### src/rtl/writeback_unit.sv
// writeback_unit: owns the integer register-file write port.
// It merges a single-cycle ALU result stream with buffered LSU results held in
// a small FIFO. x0 is never written, and there is at most one write per cycle.
// If an LSU result loses arbitration to the ALU for STARVE_LIMIT cycles in a
// row, the ALU is stalled for one cycle so the buffered result can drain.
// Optional macro WB_BYPASS_EN adds read-port bypass outputs. These cover the
// cycle in which the register file has not yet absorbed the registered write.
module writeback_unit #(
  parameter int DEPTH        = 4,
  parameter int STARVE_LIMIT = 8
) (
  input  logic                    clk,
  input  logic                    rst,
  input  logic                    alu_valid,
  input  logic [4:0]              alu_rd,
  input  logic [31:0]             alu_wd,
  output logic                    alu_stall,
  input  logic                    lsu_valid,
  output logic                    lsu_ready,
  input  logic [4:0]              lsu_rd,
  input  logic [31:0]             lsu_wd,
  output logic [4:0]              rd,
  output logic [31:0]             wd,
  output logic                    reg_write,
`ifdef WB_BYPASS_EN
  input  logic [4:0]              byp_rs1,
  input  logic [4:0]              byp_rs2,
  output logic                    byp_hit1,
  output logic                    byp_hit2,
  output logic [31:0]             byp_data,
`endif
  output logic [$clog2(DEPTH):0]  fifo_count
);

  localparam int AW = $clog2(DEPTH);
  localparam int CW = AW + 1;
  localparam int SW = $clog2(STARVE_LIMIT + 1);
  localparam int EW = 37;
  localparam logic [CW-1:0] FULL  = CW'(DEPTH);
  localparam logic [SW-1:0] LIMIT = SW'(STARVE_LIMIT);

  // Saturating increment of the starvation counter
  function automatic logic [SW-1:0] sat_inc(input logic [SW-1:0] v);
    return (v == LIMIT) ? v : v + 1'b1;
  endfunction

  logic [EW-1:0] r_mem [DEPTH];
  logic [AW-1:0] r_wptr;
  logic [AW-1:0] r_rptr;
  logic [CW-1:0] r_count;
  logic [SW-1:0] r_starve;
  logic          r_stall;
  logic          r_we_p1;
  logic [4:0]    r_rd_p1;
  logic [31:0]   r_wd_p1;

  logic          w_empty;
  logic          w_ready;
  logic          w_push;
  logic          w_alu_slot;
  logic          w_alu_win;
  logic          w_pop;
  logic [EW-1:0] w_head;
  logic [SW-1:0] w_starve_nxt;

  // ---- p0: arbitration on registered FIFO state (no fall-through) ----
  assign w_empty    = (r_count == '0);
  assign w_ready    = (r_count != FULL);
  // An x0 LSU result completes its handshake but is never buffered.
  assign w_push     = lsu_valid && w_ready && (lsu_rd != 5'd0);
  // A non-stalled ALU result owns the slot even when it targets x0.
  // That x0 result is dropped, and the FIFO waits this cycle.
  assign w_alu_slot = alu_valid && !r_stall;
  assign w_alu_win  = w_alu_slot && (alu_rd != 5'd0);
  assign w_pop      = !w_alu_slot && !w_empty;
  assign w_head     = r_mem[r_rptr];

  // Next starvation count. It counts cycles in which a waiting head lost its slot.
  always_comb begin
    w_starve_nxt = r_starve;
    if (w_pop || w_empty)
      w_starve_nxt = '0;
    else if (w_alu_slot)
      w_starve_nxt = sat_inc(r_starve);
  end

  // FIFO storage; contents need no reset because the count gates visibility
  always_ff @(posedge clk) begin
    if (w_push)
      r_mem[r_wptr] <= {lsu_rd, lsu_wd};
  end

  // FIFO pointers, occupancy, starvation counter and the stall flag
  always_ff @(posedge clk) begin
    if (rst) begin
      r_wptr   <= '0;
      r_rptr   <= '0;
      r_count  <= '0;
      r_starve <= '0;
      r_stall  <= 1'b0;
    end else begin
      if (w_push)
        r_wptr <= r_wptr + 1'b1;
      if (w_pop)
        r_rptr <= r_rptr + 1'b1;
      case ({w_push, w_pop})
        2'b10:   r_count <= r_count + 1'b1;
        2'b01:   r_count <= r_count - 1'b1;
        default: r_count <= r_count;
      endcase
      r_starve <= w_starve_nxt;
      // A saturated count implies no pop happened, so the head is still waiting.
      r_stall  <= (w_starve_nxt == LIMIT);
    end
  end

  // ---- p1: registered write port, one cycle after arbitration ----
  always_ff @(posedge clk) begin
    if (rst) begin
      r_we_p1 <= 1'b0;
      r_rd_p1 <= '0;
      r_wd_p1 <= '0;
    end else if (w_alu_win) begin
      r_we_p1 <= 1'b1;
      r_rd_p1 <= alu_rd;
      r_wd_p1 <= alu_wd;
    end else if (w_pop) begin
      r_we_p1 <= 1'b1;
      r_rd_p1 <= w_head[36:32];
      r_wd_p1 <= w_head[31:0];
    end else begin
      r_we_p1 <= 1'b0;
      r_rd_p1 <= '0;
      r_wd_p1 <= '0;
    end
  end

  assign reg_write  = r_we_p1;
  assign rd         = r_rd_p1;
  assign wd         = r_wd_p1;
  assign alu_stall  = r_stall;
  assign lsu_ready  = w_ready;
  assign fifo_count = r_count;

`ifdef WB_BYPASS_EN
  assign byp_hit1 = r_we_p1 && (r_rd_p1 == byp_rs1) && (r_rd_p1 != 5'd0);
  assign byp_hit2 = r_we_p1 && (r_rd_p1 == byp_rs2) && (r_rd_p1 != 5'd0);
  assign byp_data = r_wd_p1;
`endif

endmodule

### config.mk
export PLATFORM = sky130hd
export DESIGN_NAME = writeback_unit
export DESIGN_NICKNAME = d
export VERILOG_FILES = /design/src/rtl/writeback_unit.sv
export SDC_FILE = /design/constraint.sdc
export NUM_CORES = 1
export LEC_CHECK = 0
export BUFFER_PORTS_ARGS = -buffer_cell sky130_fd_sc_hd__buf_4
export CAP_MARGIN = 20
export CORE_AREA = 3 3 131 133
export DETAILED_ROUTE_END_ITERATION = 6
export DIE_AREA = 0 0 134 136
export HOLD_SLACK_MARGIN = 0.15
export PLACE_DENSITY = 0.72
export SYNTH_ARGS = -nofsm -noshare
export SYNTH_HDL_FRONTEND = slang
export SYNTH_SLANG_ARGS = --single-unit
### constraint.sdc
create_clock -name clk -period 2.52 [get_ports clk]
set_input_delay 0.126 -clock clk [delete_from_list [all_inputs] [get_ports clk]]
set_output_delay 0.126 -clock clk [all_outputs]
set_load 0.03 [all_outputs]
==> results of run 1 <==
final cells by class:
type                       instances  area (um2)  share of cell area (%)
sequential                       200        5490                    56.3
multi-input combinational        136        1620                    16.6
tap                              216         270                    2.77
timing repair buffer             203        1730                    17.7
inverter                           9        38.8                   0.398
clock buffer                      22         487                    4.99
clock inverter                    10         118                    1.21
power by group through the flow:
stage / clock network (mW) / logic, mW / registers [mW]
after floorplan: 0 / 1.17 / 4.39
after global placement: 0 / 1.98 / 4.15
after detailed placement: 0 / 2.00 / 4.17
after CTS: 2.78 / 2.11 / 4.10
after global routing: 2.90 / 2.26 / 4.14
final: 2.72 / 2.09 / 4.11
worst max-delay path, cell delays in order:
cell and delay (ns):
sky130_fd_sc_hd__dlygate4sd3_1 0.55, sky130_fd_sc_hd__buf_4 0.16, sky130_fd_sc_hd__or4_4 0.52, sky130_fd_sc_hd__o211a_4 0.30, sky130_fd_sc_hd__clkinv_4 0.06, sky130_fd_sc_hd__ha_4 0.13
sky130_fd_sc_hd__inv_1 0.05, sky130_fd_sc_hd__fa_2 0.33, sky130_fd_sc_hd__xor2_1 0.15, sky130_fd_sc_hd__or3_1 0.30, sky130_fd_sc_hd__a21oi_1 0.13
synth_stat cells:
cell type	n
sky130_fd_sc_hd__nor2_1	13
sky130_fd_sc_hd__fa_1	1
sky130_fd_sc_hd__ha_1	7
sky130_fd_sc_hd__nor3_4	1
sky130_fd_sc_hd__a21oi_2	1
sky130_fd_sc_hd__or3b_2	1
sky130_fd_sc_hd__nor4_1	1
sky130_fd_sc_hd__o211a_4	1
sky130_fd_sc_hd__and2_1	1
sky130_fd_sc_hd__and2_2	4
sky130_fd_sc_hd__nand3_1	1
sky130_fd_sc_hd__mux4_2	37
sky130_fd_sc_hd__o21ai_0	1
sky130_fd_sc_hd__nor2b_1	1
sky130_fd_sc_hd__clkbuf_1	3
sky130_fd_sc_hd__xor2_1	4
sky130_fd_sc_hd__nor3_1	2
sky130_fd_sc_hd__buf_4	1
sky130_fd_sc_hd__a21oi_1	4
sky130_fd_sc_hd__inv_1	8
sky130_fd_sc_hd__nand3b_1	1
sky130_fd_sc_hd__buf_2	8
sky130_fd_sc_hd__buf_6	4
sky130_fd_sc_hd__a31oi_1	1
sky130_fd_sc_hd__and2b_1	1
sky130_fd_sc_hd__edfxtp_1	148
sky130_fd_sc_hd__nand4_1	1
sky130_fd_sc_hd__dfxtp_1	52
sky130_fd_sc_hd__or4_4	1
sky130_fd_sc_hd__xnor2_1	3
sky130_fd_sc_hd__clkinv_4	1
sky130_fd_sc_hd__nand2b_1	1
sky130_fd_sc_hd__a22o_1	37
sky130_fd_sc_hd__nand2_2	1
sky130_fd_sc_hd__or3_1	2
sky130_fd_sc_hd__nand2_1	5
sky130_fd_sc_hd__nor2_2	1
metal layers:
metal / wire length (um) / track usage (%) / vias to the layer above
met5: 0 / 0 / -
met4: 248 / 6.46 / 0
met3: 841 / 3.96 / 20
met2: 7320 / 28.4 / 134
met1: 6050 / 21.2 / 2019
li1: - / - / 1853
registers in the layout (all words and copies together) (netlist names), named ones only:
name and flops:
r_mem 148, wd 32, fifo_count 3, rd 5, r_rptr 2, alu_stall 1, r_wptr 2, reg_write 1
r_starve 4
how the worst max path moves through the flow:
| stage | from | end | slack [ns] | cells after the start |
|---|---|---|---|---|
| global route | lsu_rd[3] | fifo_count[2] | 0.02 | 11 |
| finish | lsu_rd[3] | fifo_count[2] | 0.07 | 11 |
| detailed placement | lsu_rd[0] | fifo_count[2] | 0.11 | 10 |
| global placement | lsu_rd[0] | fifo_count[2] | 0.14 | 10 |
| floorplan | fifo_count[0] | fifo_count[2] | 0.13 | 9 |
| CTS | lsu_rd[3] | fifo_count[2] | 0.006 | 11 |
cells by family (layout without fill, tap and decap cells):
kind of cell	Yosys count	in the layout	synth area share, %
buffers and inverters	25	244	1.97
AND/OR/NAND/NOR	39	39	3.05
multiplexers	37	37	11.5
XOR/XNOR	7	7	0.848
flip-flops	200	200	75.8
AO/OA/AOI/OAI	45	45	5.28
adder cells (fa/ha/maj)	8	8	1.49
placed cells by master, fill, tap and decap left out, types with 2 or more instances in the layout:
| cell | n |
|---|---|
| sky130_fd_sc_hd__edfxtp_1 | 148 |
| sky130_fd_sc_hd__buf_4 | 125 |
| sky130_fd_sc_hd__dlygate4sd3_1 | 77 |
| sky130_fd_sc_hd__dfxtp_1 | 49 |
| sky130_fd_sc_hd__mux4_2 | 37 |
| sky130_fd_sc_hd__a22o_1 | 37 |
| sky130_fd_sc_hd__clkbuf_16 | 19 |
| sky130_fd_sc_hd__nor2_1 | 13 |
| sky130_fd_sc_hd__inv_1 | 8 |
| sky130_fd_sc_hd__ha_1 | 6 |
| sky130_fd_sc_hd__nand2_1 | 5 |
| sky130_fd_sc_hd__clkinv_4 | 4 |
| sky130_fd_sc_hd__and2_2 | 4 |
| sky130_fd_sc_hd__xor2_1 | 4 |
| sky130_fd_sc_hd__a21oi_1 | 4 |
| sky130_fd_sc_hd__xnor2_1 | 3 |
| sky130_fd_sc_hd__dfxtp_2 | 3 |
| sky130_fd_sc_hd__clkbuf_1 | 3 |
| sky130_fd_sc_hd__clkinv_2 | 3 |
| sky130_fd_sc_hd__nor3_1 | 2 |
| sky130_fd_sc_hd__or3_1 | 2 |
| sky130_fd_sc_hd__bufinv_16 | 2 |
timing repair:
action                                  CTS  global route
endpoints found under the setup margin    0             1
hold endpoints to repair                195             0
resized for setup                         0             3
hold buffers                             77             0
setup buffers                             0             1
==> impl_metrics.py, run 1 <==
metrics = {
    "sta": {
        "drv_slew": 0,
        "worst_slack_ns": 0.0669,
        "period_utilization_pct": 97.3,
        "hold_ws_ns": 0.204,
        "rsz0062_at_grt": "no",
        "setup_violations": 0,
        "worst_slew_pin_slew_ns": 1.02,
        "finalHoldViolCount": 0,
        "maxSlewHeadroom_pct": 32.1,
        "worst_clock_skew_ns": 0.00581,
        "fin_setup_tns_ns": 0,
        "timing.final.crit_period_ns": 2.45,
        "maxClockFrequency_ghz": 0.408,
    },
    "grt": {
        "grt_antenna_before_repair": 0,
        "pin_count_of_the_biggest_net_entering_global_routing": 38,
        "gr-total-overflow": 0,
        "first_pass_grt_wire_length_um": 22900,
        "first_global_vias": 4361,
        "global_router_s_overall_resource_usage_pct": 16.8,
    },
    "min_path": {
        "hold_class": "input pin to register",
        "holdCritStartpoint": "alu_valid",
        "timing.hold.worst_path_depth": 5,
    },
    "pwr": {
        "overall_power_consumption_mw": 8.91,
        "p_int_mw": 6.54,
        "power_switching_mw": 2.36,
        "pwr-share-seq_pct": 46.1,
        "relative_contribution_of_combinational_cells_to_total_power_pct": 23.4,
        "leakage_nw": 3.54,
        "power_per_cell_area_nw_per_um2": 913,
        "clock_power_share_pct": 30.5,
        "power_switching_share_pct": 26.5,
        "largest_vdd_supply_drop_v": 0.000546,
    },
    "critical_path": {
        "worst_ep_required_time_ns": 2.88,
        "timing.reg2reg.worst_path_depth": 9,
        "rr_endpoint": "fifo_count[2]",
        "setup.worst_path.end_class": "register",
        "arrival_time_of_the_worst_setup_path_ns": 2.81,
        "reg2reg_from": "fifo_count[0]",
        "r2r_slack_ns": 0.31,
        "worst-path-max-fanout": 6,
        "critPathLaunchType": "input pin",
        "criticalPathCategory": "input pin to register",
    },
    "placed_design": {
        "placed_cells_incl_taps": 686,
        "numPortBuffers": 120,
        "placed_cell_area_um2": 8360,
        "gpl.final_weighted_congestion": 0.748,
        "pre_cts_slack_ns": 0.106,
        "dpl.hpwl_um": 8580,
    },
    "layout": {
        "postLayoutCoreUtil_pct": 61.2,
        "post_route_cells_drive_above_1_share_pct": 36.0,
        "num-fill-cells": 1139,
        "final_net_count": 653,
        "antenna-diode-count": 0,
        "area_growth_syn_to_layout_pct": 34.9,
        "post_route_cell_area_um2": 9750,
        "finalNonFillerCells": 796,
    },
    "route": {
        "first_pass_drt_iterations": 4,
        "remaining_drcs": 0,
        "drtIter0Drc": 203,
        "dr_total_vias": 4026,
        "drt-wirelength-per-cell_um": 18.2,
        "drtAntennaViolNets": 0,
        "route.final.wire_length_um": 14500,
        "avgViaCountPerCell": 5.06,
    },
    "clock_tree": {
        "cts.reportedPaths.clkPinSlew_ns": 0.07,
        "clock_tree_from_tritoncts": "yes",
        "clock_path_buffers": 2,
        "numClockSinks": 200,
        "h-tree-depth": 4,
        "cts_buffers": 17,
        "cts_root_buf": "sky130_fd_sc_hd__clkbuf_16",
        "clk-insertion-delay-late_ns": 0.43,
    },
    "synth": {
        "synth.cell_area_um2": 7230,
        "proportion_of_synthesized_chip_area_in_sequential_cells_pct": 75.8,
        "mappedNetlistNets": 447,
        "netlist-cell-type-count": 37,
        "yosys_warnings": 0,
        "ys_top_cells_by_area": "sky130_fd_sc_hd__edfxtp_1, sky130_fd_sc_hd__dfxtp_1, sky130_fd_sc_hd__mux4_2",
        "postSynthRegisterBits": 200,
        "postSynthCellCount": 361,
        "post-synth-top-area-fraction_pct": 61.5,
        "area_leader_netlist": "sky130_fd_sc_hd__edfxtp_1",
        "syn-mean-instance-area_um2": 20.0,
    },
    "floorplanning": {
        "top_level_ports": 121,
        "initial_core_util_pct": 45.4,
        "die_height_um": 136,
        "core_area_um2": 15900,
        "row_count": 46,
        "design.die.area_um2": 18200,
        "die-width_um": 134,
    },
    "outcome": {
        "outcome": "finished, final reports clean",
    },
    "job": {
        "cap_violations": 0,
    },
}
Note: power is estimated with default switching activity, not from simulation.
==> inputs of run 2 (changes only) <==
GPL_TIMING_DRIVEN = 1   (was unset)
PLACE_DENSITY = 0.65   (was 0.72)
clock period = 2.1 ns   (was 2.52 ns; I/O delays follow)
==> run 2 against run 1 <==
Net effect: the flow now finishes with violations (negative setup slack); sequential share of layout area fell by 1.2 points; clock power up 22%; die area unchanged; sequential cell count stayed put; clock skew is 0.0036 ns higher; critical endpoint unchanged; highest routed layer unchanged.
==> impl_metrics.py, run 2 (same netlist as run 1, synthesis figures left out) <==
metrics = {
    "layout": {
        "largest_register": "r_mem",
        "final_net_count": 670,
        "largest_register_ffs": 148,
        "layout_common_cells": "sky130_fd_sc_hd__edfxtp_1, sky130_fd_sc_hd__buf_4, sky130_fd_sc_hd__dlygate4sd3_1, sky130_fd_sc_hd__dfxtp_1",
        "post_route_cell_area_um2": 9970,
        "layout_commonest_cell": "sky130_fd_sc_hd__edfxtp_1",
        "antenna-diode-count": 0,
        "finalNonFillerCells": 813,
        "num-fill-cells": 1152,
        "area_growth_syn_to_layout_pct": 37.9,
        "post_route_cells_drive_above_1_share_pct": 39.2,
    },
    "min_path": {
        "hold_class": "input pin to register",
    },
    "critical_path": {
        "crit_chain": "or3b_4 -> o211a_4 -> clkinv_4 -> ha_4 -> inv_2 -> fa_2 -> xor2_1 -> or3_1 -> a21oi_1",
        "arrival_time_of_the_worst_setup_path_ns": 2.47,
        "critical_path.max_stage_delay_ns": 0.39,
        "worst_ep_required_time_ns": 2.45,
        "worst-path-max-fanout": 2,
        "criticalPathCategory": "register to register",
        "setup.worst_path.end_class": "register",
        "slowest_stage_cell_on_the_critical_path": "sky130_fd_sc_hd__or3b_4",
        "critPathLaunchType": "register",
    },
    "clock_tree": {
        "cts.reportedPaths.clkPinSlew_ns": 0.07,
        "cts_root_buf": "sky130_fd_sc_hd__clkbuf_16",
        "clock_tree_from_tritoncts": "yes",
        "h-tree-depth": 4,
        "clock_path_buffers": 2,
        "numClockSinks": 200,
        "clk-insertion-delay-late_ns": 0.43,
        "cts_buffers": 17,
    },
    "floorplanning": {
        "die_height_um": 136,
        "die-width_um": 134,
        "row_count": 46,
        "initial_core_util_pct": 45.4,
        "design.die.area_um2": 18200,
        "core_area_um2": 15900,
        "top_level_ports": 121,
    },
    "outcome": {
        "outcome": "finished with violations",
        "failed_checks": "negative setup slack",
    },
    "grt": {
        "gr-total-overflow": 0,
        "global_router_s_overall_resource_usage_pct": 17.8,
        "first_pass_grt_wire_length_um": 24200,
        "first_global_vias": 4377,
        "grt_antenna_before_repair": 0,
        "pin_count_of_the_biggest_net_entering_global_routing": 33,
    },
    "sta": {
        "worst_slack_ns": -0.0133,
        "maxClockFrequency_ghz": 0.473,
        "worst_clock_skew_ns": 0.00942,
        "finalHoldViolCount": 0,
        "drv_slew": 0,
        "timing.final.crit_period_ns": 2.11,
        "hold_ws_ns": 0.202,
        "worst_slew_pin_slew_ns": 0.973,
        "fin_setup_tns_ns": -0.0133,
        "maxSlewHeadroom_pct": 34.8,
        "period_utilization_pct": 101,
        "rsz0062_at_grt": "yes",
        "setup_violations": 1,
    },
    "pwr": {
        "leakage_nw": 3.64,
        "largest_vdd_supply_drop_v": 0.000639,
        "power_per_cell_area_nw_per_um2": 1100,
        "overall_power_consumption_mw": 11.0,
    },
    "placed_design": {
        "placed_cells_incl_taps": 704,
        "gpl.final_weighted_congestion": 0.815,
        "dpl.hpwl_um": 9130,
        "numPortBuffers": 120,
        "placed_cell_area_um2": 8570,
    },
    "route": {
        "first_pass_drt_iterations": 4,
        "drtIter0Drc": 246,
        "dr_total_vias": 4099,
        "avgViaCountPerCell": 5.04,
        "drtAntennaViolNets": 0,
        "drt-wirelength-per-cell_um": 18.8,
        "route.final.wire_length_um": 15300,
        "remaining_drcs": 0,
    },
    "job": {
        "cap_violations": 0,
    },
}
-- run 2: cell count changes in the layout (fill, tap and decap cells not counted), moves of 2 or more --
cell                            previous run  this run
sky130_fd_sc_hd__dfxtp_1                  49        47
sky130_fd_sc_hd__buf_4                   125       138
sky130_fd_sc_hd__buf_12                    1         6
sky130_fd_sc_hd__clkinv_4                  4         2
sky130_fd_sc_hd__dlygate4sd3_1            77        75
-- run 2: through the flow --
step	utilization (%)	worst slack (ns)
floorplan	-	-0.109
CTS	62.5	-0.0142
global route	62.5	-0.124
global placement	53.8	-0.116
detailed placement	53.8	-0.185
finish	62.5	-0.0133
-- run 2: cell type report --
type                       instances  area (um2)  area share (%)
multi-input combinational        137        1650            16.6
inverter                           9        38.8           0.389
clock buffer                      23         500            5.02
tap                              216         270            2.71
sequential                       200        5490            55.1
clock inverter                     9         109            1.09
timing repair buffer             219        1910            19.1
-- run 2: per-layer routing --
metal  vias up  wire (um)  GRT usage, %
li1       1892          -             -
met1      2048       6540          22.5
met2       136       7620          29.9
met3        23        846          4.55
met4         0        278          6.86
met5         -          0             0
-- run 2: worst paths after layout --
kind	depth (start not counted)	startpoint	endpoint	slack, ns
worst max-delay path	9	fifo_count[2]	fifo_count[2]	-0.01
worst min-delay path	5	alu_valid	r_rptr[1]	0.20
worst max register to register	9	fifo_count[2]	fifo_count[2]	-0.01
worst min register to register	2	r_wptr[1]	r_wptr[1]	0.53
-- run 2: critical path, delay by kind of cell, from the launching register on --
family	cells	cell delay [ns]
buffers and inverters	2	0.09
adder cells (fa/ha/maj)	2	0.47
XOR/XNOR	1	0.16
AND/OR/NAND/NOR	2	0.69
AO/OA/AOI/OAI	2	0.29
flip-flops	1	0.34
-- run 2: timing repair --
action | 4_1_cts | 5_1_grt
hold endpoints to repair | 195 | 0
gates resized for setup | 5 | 1
cloned | 1 | 0
hold buffers | 75 | 0
pin swaps | 1 | 0
endpoints found under the setup margin | 11 | 11
buffers inserted | 1 | 0
-- run 2: power by group --
group	switching (mW)	total (mW)	internal, mW
logic	1.43	2.78	1.35
registers	0.148	4.90	4.75
clock network	1.37	3.31	1.93
==> inputs of run 3 (changes only) <==
CORE_AREA = 3 3 125 127   (was 3 3 131 133)
DIE_AREA = 0 0 128 130   (was 0 0 134 136)
PLACE_DENSITY = 0.71   (was 0.65)
clock period = 1.9 ns   (was 2.1 ns; I/O delays follow)
==> run 3 against run 2 <==
Net effect: the flow still finishes with violations (negative setup slack); design area is 0.99% higher; wire length decreased by 0.12%; power is 13% higher; clock power rose by 14%; first-iteration DRC count fell by 32%; clock-buffer cell count shrank 5; critical path type unchanged; largest cell class unchanged.
==> impl_metrics.py, run 3 (same netlist as run 1, synthesis figures left out) <==
metrics = {
    "outcome": {
        "outcome": "finished with violations",
        "failed_checks": "negative setup slack",
    },
    "critical_path": {
        "setup.worst_path.end_class": "register",
        "critPathLaunchType": "register",
        "worst_ep_required_time_ns": 2.26,
        "worst-path-max-fanout": 2,
        "arrival_time_of_the_worst_setup_path_ns": 2.43,
        "criticalPathCategory": "register to register",
    },
    "floorplanning": {
        "row_count": 44,
        "die_height_um": 130,
        "core_area_um2": 14500,
        "die-width_um": 128,
        "initial_core_util_pct": 49.8,
        "design.die.area_um2": 16600,
        "top_level_ports": 121,
    },
    "route": {
        "avgViaCountPerCell": 5.31,
        "route.final.wire_length_um": 15300,
        "drtAntennaViolNets": 0,
        "drtIter0Drc": 167,
        "drt-wirelength-per-cell_um": 19.3,
        "first_pass_drt_iterations": 4,
        "dr_total_vias": 4193,
        "remaining_drcs": 0,
    },
    "placed_design": {
        "numPortBuffers": 120,
        "gpl.final_weighted_congestion": 0.740,
        "dpl.hpwl_um": 9250,
    },
    "clock_tree": {
        "h-tree-depth": 4,
        "clk-insertion-delay-late_ns": 0.43,
        "cts_root_buf": "sky130_fd_sc_hd__clkbuf_16",
        "cts.reportedPaths.clkPinSlew_ns": 0.07,
        "cts_buffers": 17,
        "numClockSinks": 200,
        "clock_tree_from_tritoncts": "yes",
        "clock_path_buffers": 2,
    },
    "sta": {
        "setup_violations": 7,
        "worst_clock_skew_ns": 0.0106,
        "maxSlewHeadroom_pct": 36.6,
        "maxClockFrequency_ghz": 0.483,
        "worst_slack_ns": -0.171,
        "period_utilization_pct": 109,
        "worst_slew_pin_slew_ns": 0.947,
        "fin_setup_tns_ns": -0.241,
        "timing.final.crit_period_ns": 2.07,
        "rsz0062_at_grt": "yes",
        "finalHoldViolCount": 0,
        "drv_slew": 0,
    },
    "min_path": {
        "hold_class": "input pin to register",
    },
    "grt": {
        "grt_antenna_before_repair": 0,
        "first_pass_grt_wire_length_um": 23600,
        "gr-total-overflow": 0,
        "global_router_s_overall_resource_usage_pct": 19.1,
        "pin_count_of_the_biggest_net_entering_global_routing": 25,
        "first_global_vias": 4360,
    },
    "pwr": {
        "p_int_mw": 9.07,
        "leakage_nw": 3.72,
        "power_switching_share_pct": 26.6,
        "power_per_cell_area_nw_per_um2": 1230,
        "largest_vdd_supply_drop_v": 0.000784,
        "power_switching_mw": 3.29,
        "clock_power_share_pct": 30.6,
        "relative_contribution_of_combinational_cells_to_total_power_pct": 25.4,
        "pwr-share-seq_pct": 44.0,
    },
    "layout": {
        "area.sequential_um2": 5500,
        "layout_commonest_cell": "sky130_fd_sc_hd__edfxtp_1",
        "post_route_cells_drive_above_1_share_pct": 40.4,
        "num-fill-cells": 918,
        "largest_register": "r_mem",
        "largest_register_ffs": 148,
        "final_net_count": 679,
        "postLayoutCoreUtil_pct": 69.3,
        "multi_input_logic_area_um2": 1630,
        "layout_common_cells": "sky130_fd_sc_hd__edfxtp_1, sky130_fd_sc_hd__buf_4, sky130_fd_sc_hd__dlygate4sd3_1, sky130_fd_sc_hd__dfxtp_1",
        "antenna-diode-count": 0,
        "area_growth_syn_to_layout_pct": 39.2,
    },
    "job": {
        "cap_violations": 0,
    },
}
==> run 3: layout make-up <==
type	instances	area share (%)
clock buffers	18	4.26
clock inverters	14	1.91
inverters	9	0.385
multi-input cells	136	16.2
flip-flops and latches	200	54.6
well taps	184	2.29
repair buffers	229	20.4
==> run 3: worst max-delay path, stage by stage, from the launching register on <==
cell and delay (ns):
sky130_fd_sc_hd__dfxtp_4 0.34, sky130_fd_sc_hd__or3b_4 0.39, sky130_fd_sc_hd__o211a_4 0.16, sky130_fd_sc_hd__clkinv_4 0.06, sky130_fd_sc_hd__ha_4 0.13, sky130_fd_sc_hd__inv_2 0.03
sky130_fd_sc_hd__fa_2 0.32, sky130_fd_sc_hd__xor2_1 0.15, sky130_fd_sc_hd__or3_1 0.30, sky130_fd_sc_hd__a21oi_1 0.12
==> run 3: final timing paths <==
check	start	end	slack, ns	cells past startpoint
worst min-delay path	lsu_valid	r_wptr[0]	0.24	5
worst max register to register	fifo_count[2]	fifo_count[2]	-0.17	9
worst min register to register	r_wptr[1]	r_wptr[1]	0.53	2
worst max-delay path	fifo_count[2]	fifo_count[2]	-0.17	9
==> run 3: power by group through the flow <==
stage / Clock (mW) / Sequential [mW] / Combinational [mW]
after CTS: 3.83 / 5.44 / 3.14
final: 3.78 / 5.44 / 3.14
after detailed placement: 0 / 5.53 / 2.98
after global routing: 4.01 / 5.48 / 3.37
after global placement: 0 / 5.50 / 2.95
after floorplan: 0 / 5.83 / 1.58
==> run 3: repair_timing <==
item                                   in CTS  in global routing
cloned                                      0                  0
resized for setup                           2                  3
pin swaps                                  12                 12
hold buffers                               76                  0
setup buffers                               2                  0
endpoints found under the hold margin     196                  0
setup endpoints to repair                  11                 27
==> run 3: metrics by stage <==
stage               total power, mW  hold WS (ns)  worst slack [ns]  cells  cell area, um2
floorplan                      7.40         0.194            -0.302    361            7260
global placement               8.46         0.295            -0.250    680            8660
detailed placement             8.51         0.299            -0.299    680            8660
CTS                            12.4         0.228            -0.170    790           10100
global route                   12.9         0.251            -0.244    790           10100
finish                         12.4         0.242            -0.171    790           10100
==> run 3: metal layers <==
layer	up-vias	share of wire, %	track usage [%]
li1	1905	-	-
met1	2135	42	24.4
met2	135	52	32.4
met3	18	5.0	4.91
met4	0	1.3	5.93
met5	-	0	0
